[src/rtl/sprite_blit_sequencer.sv]
// Per-frame sprite blitter: queues draw commands, replays them on each end-of-screen
// pulse, clips against the screen and emits sprite-read / VRAM-write addresses.
module sprite_blit_sequencer #(
  parameter int SCREEN_WIDTH      = 320,
  parameter int SCREEN_HEIGHT     = 180,
  parameter int SPRITE_SIZE       = 32,
  parameter int VRAM_A_WIDTH      = 16,
  parameter int SPRITEBUF_A_WIDTH = 15,
  parameter int SPRITE_IDX_WIDTH  = 4,
  parameter int FIFO_DEPTH        = 16
) (
  input  logic                         CLK,
  input  logic                         rst,
  input  logic                         i_screenend,
  input  logic                         i_cmd_valid,
  output logic                         o_cmd_ready,
  input  logic [SPRITE_IDX_WIDTH-1:0]  i_cmd_sprite,
  input  logic [10:0]                  i_cmd_x,
  input  logic [10:0]                  i_cmd_y,
  output logic [SPRITEBUF_A_WIDTH-1:0] o_address_s,
  output logic [VRAM_A_WIDTH-1:0]      o_address_screen,
  output logic                         o_is_layer_drawing,
  output logic                         o_busy,
  output logic                         o_frame_done,
  output logic                         o_overrun
);

  localparam int SW = $clog2(SPRITE_SIZE);
  localparam int FW = $clog2(FIFO_DEPTH);
  localparam int EW = SPRITE_IDX_WIDTH + 22;

  typedef enum logic [1:0] {IDLE, LOAD, SCAN, DONE} state_t;
  state_t state, state_nx;

  // Command FIFO
  logic [EW-1:0] fifo_mem [FIFO_DEPTH];
  logic [FW-1:0] wr_ptr, rd_ptr;
  logic [FW:0]   count;
  logic          push, pop;

  assign o_cmd_ready = (count != (FW+1)'(FIFO_DEPTH));
  assign push        = i_cmd_valid && o_cmd_ready;
  assign pop         = (state == LOAD);

  always_ff @(posedge CLK) begin
    if (push) fifo_mem[wr_ptr] <= {i_cmd_sprite, i_cmd_x, i_cmd_y};
    if (rst) begin
      wr_ptr <= '0;
      rd_ptr <= '0;
      count  <= '0;
    end else begin
      if (push) wr_ptr <= wr_ptr + 1'b1;
      if (pop)  rd_ptr <= rd_ptr + 1'b1;
      case ({push, pop})
        2'b10:   count <= count + 1'b1;
        2'b01:   count <= count - 1'b1;
        default: ;
      endcase
    end
  end

  logic [EW-1:0]               head;
  logic [SPRITE_IDX_WIDTH-1:0] head_sprite;
  logic signed [10:0]          head_x, head_y;

  assign head        = fifo_mem[rd_ptr];
  assign head_sprite = head[EW-1 -: SPRITE_IDX_WIDTH];
  assign head_x      = head[21:11];
  assign head_y      = head[10:0];

  // Clip window in sprite-local coordinates, computed wide and signed
  logic signed [31:0] hx, hy, c0, c1, r0, r1;
  logic               clip_empty;

  always_comb begin
    hx = 32'(head_x);
    hy = 32'(head_y);
    c0 = (hx < 0) ? -hx : 0;
    r0 = (hy < 0) ? -hy : 0;
    c1 = (SCREEN_WIDTH  - 1 - hx < SPRITE_SIZE - 1) ? SCREEN_WIDTH  - 1 - hx : SPRITE_SIZE - 1;
    r1 = (SCREEN_HEIGHT - 1 - hy < SPRITE_SIZE - 1) ? SCREEN_HEIGHT - 1 - hy : SPRITE_SIZE - 1;
    clip_empty = (c0 > c1) || (r0 > r1);
  end

  logic [SPRITE_IDX_WIDTH-1:0] cur_sprite;
  logic signed [10:0]          cur_x, cur_y;
  logic [SW-1:0]               row, col, col_start, col_end, row_end;
  logic [FW:0]                 remaining;
  logic                        last_pix, draw_q;

  assign last_pix = (row == row_end) && (col == col_end);

  always_ff @(posedge CLK) begin
    if (rst) state <= IDLE;
    else     state <= state_nx;
  end

  always_comb begin
    state_nx = state;
    case (state)
      IDLE: if (i_screenend && count != '0) state_nx = LOAD;
      LOAD: begin
        if (!clip_empty)                      state_nx = SCAN;
        else if (remaining != (FW+1)'(1))     state_nx = LOAD;
        else                                  state_nx = DONE;
      end
      SCAN: if (last_pix) state_nx = (remaining != '0) ? LOAD : DONE;
      DONE: state_nx = IDLE;
      default: state_nx = IDLE;
    endcase
  end

  always_ff @(posedge CLK) begin
    if (rst) begin
      cur_sprite       <= '0;
      cur_x            <= '0;
      cur_y            <= '0;
      row              <= '0;
      col              <= '0;
      col_start        <= '0;
      col_end          <= '0;
      row_end          <= '0;
      remaining        <= '0;
      draw_q           <= 1'b0;
      o_address_screen <= '0;
      o_frame_done     <= 1'b0;
      o_overrun        <= 1'b0;
    end else begin
      o_frame_done <= (state == DONE) || (state == IDLE && i_screenend && count == '0);
      o_overrun    <= i_screenend && (state != IDLE);
      draw_q       <= (state == SCAN);
      if (state == SCAN)
        o_address_screen <= VRAM_A_WIDTH'((32'(cur_y) + $signed(32'(row))) * SCREEN_WIDTH
                                          + 32'(cur_x) + $signed(32'(col)));
      case (state)
        IDLE: if (i_screenend) remaining <= count;
        LOAD: begin
          remaining  <= remaining - 1'b1;
          cur_sprite <= head_sprite;
          cur_x      <= head_x;
          cur_y      <= head_y;
          row        <= SW'(r0);
          col        <= SW'(c0);
          col_start  <= SW'(c0);
          col_end    <= SW'(c1);
          row_end    <= SW'(r1);
        end
        SCAN: begin
          if (!last_pix) begin
            if (col == col_end) begin
              col <= col_start;
              row <= row + 1'b1;
            end else begin
              col <= col + 1'b1;
            end
          end
        end
        default: ;
      endcase
    end
  end

  assign o_address_s = SPRITEBUF_A_WIDTH'(32'(cur_sprite) * SPRITE_SIZE * SPRITE_SIZE
                                          + 32'(row) * SPRITE_SIZE + 32'(col));
  // Masked by rst so an aborted replay never strobes a write in the reset cycle
  assign o_is_layer_drawing = draw_q && !rst;
  assign o_busy             = (state != IDLE);

endmodule

[config.mk]
export PLATFORM = sky130hd
export DESIGN_NAME = sprite_blit_sequencer
export DESIGN_NICKNAME = d
export VERILOG_FILES = /design/src/rtl/sprite_blit_sequencer.sv
export SDC_FILE = /design/constraint.sdc
export NUM_CORES = 1
export LEC_CHECK = 0
export CORE_ASPECT_RATIO = 0.7
export CORE_MARGIN = 4
export CORE_UTILIZATION = 64
export CTS_BUF_LIST = sky130_fd_sc_hd__clkbuf_8
export CTS_CLUSTER_DIAMETER = 150
export DETAILED_ROUTE_END_ITERATION = 8
export GPL_TIMING_DRIVEN = 1
export PLACE_DENSITY = 0.86
export SYNTH_ARGS = -nofsm -noshare
export SYNTH_HDL_FRONTEND = slang
export SYNTH_SLANG_ARGS = --single-unit
[constraint.sdc]
create_clock -name CLK -period 6.25 [get_ports CLK]
set_input_delay 1.25 -clock CLK [delete_from_list [all_inputs] [get_ports CLK]]
set_output_delay 1.25 -clock CLK [all_outputs]
set_load 0.01 [all_outputs]
== Word-level counts from Yosys, hierarchy flattened ==
Memory sizes are Yosys's and may differ from the RTL's. A register that Yosys moved wholly into a read port is not among the register bits.
Index checks and enable logic that the tools add are counted.
Cells by class
  $add $sub $neg: 16
  multiply operators: 1
  magnitude comparators: 6
  eq/ne operators: 14
  mux-type cells: 23
  reductions and logical operators: 22
Operators by type and width (count)
  $mux 32: 4
  $gt 32x32->1: 2
  $lt 32x6->1 const B: 2
  $neg 11->32: 2
  $pmux 5 s2: 4
  $mux 5: 5
  $lt 11x1->1 const B: 2
  $add 16x11->16: 1
  $add 16x6->16: 1
  $add 14x10->15: 1
  $add 15x5->15: 1
  $add 5x1->5 const B: 3
  $add 11x6->12: 1
  $mul 12x4->10 const B: 1
  $sub 10x11->12 const A: 1
  $sub 9x11->12 const A: 1
  $eq 5x5->1: 2
  $mux 2: 5
  $ne 2x2->1 const B: 5
  $reduce_bool 5->1: 2
  $sub 5x1->5 const B: 2
  $add 4x1->4 const B: 2
  $mux 4: 2
  $pmux 2 s4: 1
  13 further kinds: 29
Word-level totals
  flip-flop bits (word level): 90
  memory bits (writable): 416
  input port bits: 30
  output and inout port bits: 36
  word-level logic and storage cells: 100
  memories kept: 1
Memories
  fifo_mem: words 16, width 26, read ports 1, clocked after memory_dff 1, wr ports 1, RTL line 36  | logic [EW-1:0] fifo_mem [FIFO_DEPTH];

== Depth between registers and ports, before layout ==
Gate-level depths: netlist (run 1).
  word-level depth: 7
  depth in mapped cells: 26
  gate-level depth less buffers: 22

== Worst setup path before layout (run 1) ==
Ideal clock, no wire load.
  path type: register -> register
  start: register (tool-made name)
  end: register state[0]
  arrival time: 4.962 ns
  data required time: 6.134 ns
  setup slack: 1.172 ns
  cell stages (with the launch flop): 26
  path buffers: 6
  period minus slack after synthesis: 5.078 ns
  path through: dfxtp_1 > buf_2 > clkbuf_1 > buf_2 > buf_4 > buf_2 > mux4_2 > mux4_2 > inv_1 > ha_1 > nand2_1 > o21ba_2 > nor4b_1 > a31o_2 > buf_6 > and2_1 > ha_1 > nor2b_1 > o21a_1 > o21ai_0 > a21oi_1 > o31ai_1 > o211ai_1 > a21oi_1 > o22ai_1 > a41o_1
RTL lines
  end signal, assigned: RTL line 95  | else state <= state_nx;
  end, declared: RTL line 33  | state_t state, state_nx;

==> run_results.csv, run 1 <==
group,metric,value,unit
status,status,"complete, no violations",
sta,tns,0,ns
sta,fin_skew,0.0241,ns
logic_synthesis,synth_fa_ha_area_frac,0.0648,
global_routing,first_global_vias,14048,
drt,antenna_left,0,
logic_synthesis,synth-main-ff-cell,"edfxtp_1",
clocking,cts_tree,"done",
power_and_ir_drop,p_per_area,384,nW/um2
layout,n_fill_cell,2162,
run,drv_cap,0,
floorplan,start_util,0.649,
place,gp_congestion,0.886,
drt,via_per_inst,6.35,
critical_path,critPathLaunchType,"register",
critical_path,critPathCaptureType,"register",
drt,wl_per_cell,24.5,um
drt,first_iter_violations,1744,
clocking,clk_pin_slew,0.06,ns
logic_synthesis,synth_area,23200,um2
critical_path,rr_worst_depth,22,
clocking,cts_max_path_buffers,3,
logic_synthesis,synth_mux_area_frac,0.136,
clocking,hold_buffers,0,
floorplan,rows,58,
place,portBuffers,64,
global_routing,antenna_found_initial,2,
logic_synthesis,synth_top_family_by_area,"multiplexers",
floorplan,coreArea,35800,um2
logic_synthesis,synth-edff-count,416,
sta,fmax,0.177,GHz
logic_synthesis,synth-compound-area-share,0.0628,
clocking,cts_root_buffer,"clkbuf_8",
layout,antenna_cells,0,
critical_path,critPathRequiredTime,6.78,ns
critical_path,arrival,6.18,ns
sta,rsz0062_at_grt,"false",
global_routing,gr-total-overflow,0,
power_and_ir_drop,max-vdd-ir-drop,0.000233,V
global_routing,grt_use_total,0.276,
drt,first_pass_iters,6,
critical_path,worstSetupPathType,"reg -> reg",
drt,num_vias,14086,
sta,slew_viol_final,0,
logic_synthesis,synthArstFlopShare,0,
global_routing,grt_max_degree,87,
clocking,clock_sinks,509,
sta,post-route-period-util,0.904,
drt,drc_errors,0,
logic_synthesis,synthXorXnorAreaFrac,0.0252,
clocking,post_cts_buffers,0,
worst_hold_path,hold_class,"reg -> reg",
drt,wirelength,54400,um
logic_synthesis,synth_cells,1552,
sta,tightest_slew,1.27,ns
place,dpl.hpwl,32700,um
floorplan,fp.dieW,236,um
sta,max-slew-margin-rel,0.153,
floorplan,die_h,167,um
place,place_area,24600,um2
critical_path,crit_fanout,24,
floorplan,ios,66,
worst_hold_path,hold_path_depth,2,
critical_path,crit_path_cell_trace,"buf_12 > mux4_2 > mux4_2 > inv_1 > ha_1 > nand2b_1 > o21ai_1 > nand2_1 > nand3_1 > a21oi_1 > nor2_1 > nor2_1 > ha_1 > nor2b_1 > o21ai_0 > nand2b_1 > a21oi_1 > o21ai_0 > a31o_2 > mux2i_1 > o22ai_1 > a41o_1",
layout,area_growth,11.7,%
layout,finalInstanceArea,26000,um2
global_routing,grt_pass1_wl,83100,um
logic_synthesis,ys_seq_elements,509,
sta,post-route-min-period,5.65,ns
logic_synthesis,yosysUniqueCellTypes,73,
clocking,cts_resized,0,
logic_synthesis,ys_seq_area_frac,0.617,
logic_synthesis,avgSynthCellArea,15.0,um2
layout,final_nets,1827,
critical_path,cp_slowest_cell,"dfxtp_4",
logic_synthesis,ys_warn_count,0,
floorplan,die_area,39500,um2
layout,drive_above_1_share,0.159,
sta,final_hold_viol_count,0,
clocking,numCtsBuffers,74,
logic_synthesis,synth-simple-area-share,0.0710,
power_and_ir_drop,p_leak,9.14,nW
clocking,clock_latency,0.65,ns
critical_path,slowest_delay,0.67,ns
sta,setup_viol,0,
clocking,htreeDepth,3,
## stage by stage
step / hold WS, ns / worst slack (ns) / util / power [mW] / cells
floorplan: 0.438 / 1.17 / - / 6.59 / 1588
global placement: 0.438 / 0.898 / 0.685 / 7.22 / 2083
detailed placement: 0.461 / 0.752 / 0.685 / 7.38 / 2083
CTS: 0.472 / 0.723 / 0.724 / 9.93 / 2218
global route: 0.489 / 0.259 / 0.724 / 10.5 / 2218
finish: 0.470 / 0.597 / 0.724 / 9.97 / 2218
## synth_stat cells (6+ instances only)
library cell	n	area, um2
buf_6	10	113
dfxtp_1	93	1860
xor2_1	25	219
inv_1	46	173
buf_2	10	50.1
a221oi_1	10	87.6
nand3_1	17	85.1
nand4_1	19	119
mux2i_1	56	561
xnor2_1	42	368
nand2_1	63	236
a211oi_1	14	105
nor2_1	151	567
o21a_1	6	45.0
nor3_1	28	140
buf_1	13	48.8
mux4_2	114	2570
ha_1	114	1430
a21oi_1	62	310
nand2b_1	11	68.8
edfxtp_1	416	12500
o21ai_0	33	165
nor2b_1	13	81.3
o21ai_1	9	45.0
nor4_1	6	37.5
a21o_1	37	278
and2_1	11	68.8
clkbuf_1	27	101
## path summary, 6_finish.rpt
path / from / end / slack (ns)
setup / recovery: register / state[0] / 0.60
hold / removal: o_address_screen[10] / o_address_screen[10] / 0.47
setup reg to reg: register / state[0] / 0.60
hold reg to reg: o_address_screen[10] / o_address_screen[10] / 0.47
## layer usage
layer,vias to the layer above,wire length [um],GRT usage
met3,117,5180,0.0667
li1,6230,-,-
met5,-,21,0
met1,7023,22000,0.398
met2,712,25900,0.434
met4,4,1310,0.0727
## critical path, delay by kind of cell (launching register included)
family,cells,cell delay (ns)
compound gates,8,1.51
flops,1,0.67
simple gates,7,1.02
mux,3,1.39
fa+ha+maj,2,0.50
buf+inv,2,0.42
## flip-flops by register name (all words and copies together) (netlist names), named ones only
name              cells
col                   5
col_end               5
col_start             5
count                 5
cur_sprite            4
cur_x                11
cur_y                10
draw_q                1
fifo_mem            416
o_address_screen     16
o_frame_done          1
o_overrun             1
rd_ptr                4
remaining             5
row                   5
row_end               5
state                 2
wr_ptr                4
## logic make-up after synthesis
kind of cell	count (synthesis)
buf+inv	113
other cells	1
simple gates	354
xor+xnor	67
flops	509
mux	172
fa+ha+maj	118
compound gates	218
## cell type report
type | count | area [um2] | share of cell area
Sequential cell | 509 | 14400 | 0.553
Multi-Input combinational cell | 966 | 8610 | 0.332
Clock buffer | 81 | 1110 | 0.0429
Timing Repair Buffer | 80 | 806 | 0.0310
Tap cell | 480 | 601 | 0.0231
Clock inverter | 54 | 295 | 0.0114
Inverter | 48 | 180 | 0.00694
## placed cells by master (no fill, tap or decap), types with 6 or more instances in the layout
cell type,n
xor2_1,25
a21o_1,37
clkbuf_8,81
nor2_4,12
and2_1,11
nand2_1,63
nand3_1,17
nor3_1,24
conb_1,37
a21oi_1,62
nor2b_1,13
ha_1,112
clkinv_2,16
o21ai_1,9
a221oi_1,10
nand4_1,19
nor3_2,6
clkinv_1,10
o21ai_0,33
o21a_1,6
buf_4,12
clkdlybuf4s50_1,63
nor2_1,139
mux2i_1,56
edfxtp_1,416
nand2b_1,11
a211oi_1,14
nor4_1,6
inv_1,66
dfxtp_1,91
xnor2_1,42
mux4_2,114
## power by group
part           total, mW  internal (mW)  leakage (nW)  switching (mW)
Combinational       3.35           1.49          3.82            1.86
Clock               2.56           1.26         0.809            1.30
Sequential          4.06           3.85          4.52           0.204
Total               9.97           6.60          9.14            3.37
Power figures use the tool's default switching activity.
==> run 2: changes to the inputs <==
Settings changed: CORE_UTILIZATION 64 to 62, CTS_BUF_LIST sky130_fd_sc_hd__clkbuf_8 to default, PLACE_DENSITY 0.86 to 0.84, SKIP_CTS_REPAIR_TIMING from default to 1.
Clock period 6.25 ns to 5.6 ns, I/O delays scaled along.
==> run_results.csv, run 2 (synthesis results as in run 1) <==
group,metric,value,unit
status,status,"complete, no violations",
place,portBuffers,64,
clocking,cts_root_buffer,"clkbuf_16",
critical_path,cp_slowest_cell,"mux4_2",
critical_path,cp_num_buf_inv,2,
drt,via_per_inst,6.36,
layout,top_regs,"fifo_mem: 416 flops, o_address_screen: 16 flops, cur_x: 11 flops",
floorplan,rows,59,
layout,final_core_util,0.708,
place,dpl.hpwl,32300,um
critical_path,arrival,5.78,ns
drt,drc_errors,0,
clocking,clock_latency,0.59,ns
sta,whs,0.463,ns
place,place_area,24700,um2
power_and_ir_drop,max-vdd-ir-drop,0.000341,V
place,dp.cells,2116,
sta,max-slew-margin-rel,0.178,
place,gp_congestion,0.900,
drt,first_pass_iters,7,
layout,final_nets,1824,
sta,post-route-period-util,0.949,
global_routing,gr-total-overflow,0,
clocking,htreeDepth,2,
drt,wirelength,55200,um
sta,tns,0,ns
layout,final_cell_mix,"edfxtp_1 (416), nor2_1 (139), mux4_2 (114)",
sta,tightest_slew,1.23,ns
place,post-place-ws,0.236,ns
critical_path,crit_family,"compound AO/OA/AOI/OAI gates",
floorplan,fp.dieW,239,um
layout,multi_input_area,8620,um2
global_routing,grt_pass1_wl,84500,um
clocking,numCtsBuffers,46,
drt,first_iter_violations,1653,
global_routing,antenna_found_initial,3,
floorplan,ios,66,
global_routing,first_global_vias,14026,
layout,n_fill_cell,2293,
sta,layout_setup_ws,0.287,ns
layout,layout_commonest_cell,"edfxtp_1",
layout,drive_above_1_share,0.155,
critical_path,worstSetupPathType,"reg -> reg",
drt,num_vias,14009,
critical_path,crit_path_cell_trace,"buf_12 > mux4_2 > mux4_2 > inv_1 > ha_1 > nand3_1 > a21oi_2 > nor2_1 > or2_1 > ha_1 > a21o_1 > a21o_1 > a21oi_1 > o21ai_0 > a31o_2 > mux2i_1 > o22ai_1 > a41o_1",
sta,fin_skew,0.0182,ns
clocking,clk_pin_slew,0.07,ns
sta,final_hold_viol_count,0,
sta,post-route-min-period,5.31,ns
clocking,cts_tree,"done",
floorplan,die_h,170,um
sta,fmax,0.188,GHz
layout,largest-register,"fifo_mem",
critical_path,critPathRequiredTime,6.07,ns
global_routing,grt_max_degree,87,
floorplan,die_area,40700,um2
layout,stdcell_count,2202,
sta,slew_viol_final,0,
worst_hold_path,hold_class,"reg -> reg",
sta,setup_viol,0,
sta,rsz0062_at_grt,"false",
clocking,clock_sinks,509,
floorplan,coreArea,37100,um2
floorplan,start_util,0.627,
critical_path,slowest_delay,0.60,ns
clocking,cts_max_path_buffers,3,
critical_path,crit_fanout,35,
run,drv_cap,0,
layout,finalInstanceArea,26200,um2
global_routing,grt_use_total,0.276,
layout,largest_reg_flops,416,
drt,antenna_left,0,
power_and_ir_drop,finalPower,11.5,mW
critical_path,critPathLaunchType,"register",
power_and_ir_drop,p_per_area,437,nW/um2
layout,ff_latch_area,14400,um2
critical_path,critPathCaptureType,"register",
layout,area_growth,12.9,%
drt,wl_per_cell,25.1,um
power_and_ir_drop,p_leak,9.19,nW
==> run 2: cell count changes in the layout (fill, tap and decap cells not counted), sizes merged <==
| cell | change |
|---|---|
| bufinv | +2 |
| inv | -22 |
| clkbuf | -19 |
| diode | +1 |
| clkinv | -11 |
| buf | +25 |
==> run 2: tightest hold or removal path: stages, from the launching register on <==
cell and delay (ns):
dfxtp_1 0.33, nand2_1 0.04, o21ai_0 0.06
==> run 2: final cells by class <==
type / instances / share of cell area
Timing Repair Buffer: 105 / 0.0375
Multi-Input combinational cell: 966 / 0.329
Tap cell: 488 / 0.0233
Antenna cell: 1 / 0.0000953
Sequential cell: 509 / 0.547
Clock buffer: 62 / 0.0481
Clock inverter: 23 / 0.00844
Inverter: 48 / 0.00686
==> run 2: path summary, 6_finish.rpt <==
path | startpoint | end | slack (ns) | cells after the start
setup / recovery | register | state[0] | 0.29 | 18
hold / removal | o_address_screen[15] | o_address_screen[15] | 0.46 | 2
hold reg to reg | o_address_screen[15] | o_address_screen[15] | 0.46 | 2
setup reg to reg | register | state[0] | 0.29 | 18
==> run 2: per-layer routing <==
metal	part of all wire	vias up	track usage
met4	0.026	4	0.0747
li1	-	6216	-
met1	0.40	6947	0.394
met3	0.096	119	0.0614
met5	0.00047	-	0
met2	0.47	723	0.440
==> run 2: power breakdown <==
part           internal [mW]  total [mW]  leakage, nW  switching, mW
logic                   1.70        3.80         3.95           2.11
clock network           1.74        3.16        0.720           1.43
registers               4.30        4.50         4.52          0.198
total                   7.73        11.5         9.19           3.73
==> run 3: changes to the inputs <==
Settings changed: SETUP_SLACK_MARGIN from default to 0.05.
==> run_results.csv, run 3 (synthesis results as in run 1) <==
group,metric,value,unit
clocking,clock_latency,0.58,ns
critical_path,reg2reg_to,"state[0]",
drt,antenna_left,0,
sta,tns,0,ns
place,dpl.hpwl,32300,um
layout,layout_commonest_cell,"edfxtp_1",
worst_hold_path,hold_path_depth,2,
status,status,"complete, no violations",
critical_path,crit_fanout,12,
clocking,clk_pin_slew,0.07,ns
floorplan,ios,66,
sta,setup_viol,0,
place,gp_congestion,0.900,
worst_hold_path,hold_class,"reg -> reg",
layout,top_regs,"fifo_mem: 416 flops, o_address_screen: 16 flops, cur_x: 11 flops",
critical_path,slowest_delay,0.53,ns
sta,max-slew-margin-rel,0.179,
drt,wl_per_cell,25.0,um
clocking,cts_max_path_buffers,3,
layout,drive_above_1_share,0.159,
sta,post-route-period-util,0.944,
drt,drc_errors,0,
place,portBuffers,64,
global_routing,gr-total-overflow,0,
power_and_ir_drop,p_leak,9.24,nW
global_routing,first_global_vias,14026,
global_routing,grt_max_degree,87,
power_and_ir_drop,max-vdd-ir-drop,0.000285,V
floorplan,die_h,170,um
critical_path,arrival,5.76,ns
clocking,cts_root_buffer,"clkbuf_16",
floorplan,start_util,0.627,
global_routing,grt_pass1_wl,84500,um
clocking,clock_sinks,509,
layout,final_nets,1833,
drt,wirelength,55300,um
critical_path,critPathLaunchType,"register",
layout,largest-register,"fifo_mem",
floorplan,die_area,40700,um2
worst_hold_path,hold_end,"o_address_screen[15]",
sta,fmax,0.189,GHz
layout,stdcell_count,2211,
power_and_ir_drop,p_per_area,438,nW/um2
worst_hold_path,min_from,"o_address_screen[15]",
sta,rsz0062_at_grt,"false",
layout,area_growth,13.2,%
critical_path,cp_slowest_cell,"nor2b_1",
clocking,numCtsBuffers,46,
sta,tightest_slew,1.23,ns
drt,num_vias,14070,
global_routing,grt_use_total,0.276,
sta,slew_viol_final,0,
critical_path,worstSetupPathType,"reg -> reg",
floorplan,fp.dieW,239,um
clocking,cts_tree,"done",
layout,largest_reg_flops,416,
layout,final_core_util,0.711,
global_routing,antenna_found_initial,3,
critical_path,rr_worst_depth,20,
critical_path,crit_path_cell_trace,"nor2b_1 > buf_4 > a221oi_1 > o21ai_1 > nand2_2 > and3_1 > a311o_1 > or3b_1 > a31o_2 > buf_4 > and2_1 > ha_1 > o21a_1 > o21ai_0 > a21oi_1 > o31ai_1 > o211ai_1 > a21oi_1 > o22ai_1 > a41o_1",
critical_path,critPathCaptureType,"register",
drt,first_pass_iters,5,
sta,post-route-min-period,5.28,ns
floorplan,rows,59,
place,dp.cells,2116,
run,drv_cap,0,
sta,final_hold_viol_count,0,
critical_path,reg2reg_slack,0.32,ns
critical_path,critPathRequiredTime,6.07,ns
drt,first_iter_violations,1667,
clocking,htreeDepth,2,
floorplan,coreArea,37100,um2
drt,via_per_inst,6.36,
sta,fin_skew,0.0144,ns
layout,final_cell_mix,"edfxtp_1 (416), nor2_1 (139), mux4_2 (114)",
==> run 3: cell count changes in the layout (fill, tap and decap cells not counted), sizes merged <==
cell | previous run | this run
buf | 42 | 51
==> run 3: final cells by class <==
| class | count | area (um2) |
|---|---|---|
| Antenna cell | 1 | 2.50 |
| Clock buffer | 62 | 1260 |
| Clock inverter | 23 | 221 |
| Fill cell | 2283 | 10700 |
| Inverter | 48 | 180 |
| Multi-Input combinational cell | 966 | 8620 |
| Sequential cell | 509 | 14400 |
| Tap cell | 488 | 611 |
| Timing Repair Buffer | 114 | 1070 |
==> run 3: worst max-delay path: cells and delay by family (launching register included) <==
kind,cells,cell delay (ns)
AOI/OAI and AO/OA,12,2.39
and+or+nand+nor,5,1.65
buffers and inverters,2,0.42
DFF,1,0.41
adders and majority gates,1,0.31
==> run 3: metrics by stage <==
| stage | area, um2 | total power, mW | setup slack [ns] | hold WS (ns) |
|---|---|---|---|---|
| detailed placement | 24700 | 8.24 | 0.236 | 0.454 |
| floorplan | 23400 | 7.36 | 0.522 | 0.438 |
| CTS | 26200 | 11.4 | 0.157 | 0.470 |
| global route | 26300 | 12.1 | 0.0938 | 0.497 |
| finish | 26300 | 11.5 | 0.315 | 0.463 |
| global placement | 24700 | 8.11 | 0.535 | 0.439 |
==> run 3: worst max path at each step <==
stage             start       end  slack [ns]  cells after the start
6_report       register  state[0]        0.32                     20
5_1_grt        register  state[0]        0.09                     20
4_1_cts        register  state[0]        0.16                     18
3_5_place_dp   register  state[0]        0.24                     18
3_3_place_gp   register  state[0]        0.53                     18
2_1_floorplan  register  state[0]        0.52                     25
==> run 3: layer usage <==
metal / vias to the layer above / GRT usage / wire [um]
li1: 6232 / - / -
met1: 7006 / 0.394 / 22500
met2: 710 / 0.440 / 26300
met3: 118 / 0.0614 / 5180
met4: 4 / 0.0747 / 1390
met5: - / 0 / 21
==> run 3: report_power, final <==
group	switching, mW	leakage [nW]	internal (mW)
registers	0.179	4.52	4.30
logic	2.14	4.00	1.74
clock network	1.43	0.720	1.74
total	3.75	9.24	7.77
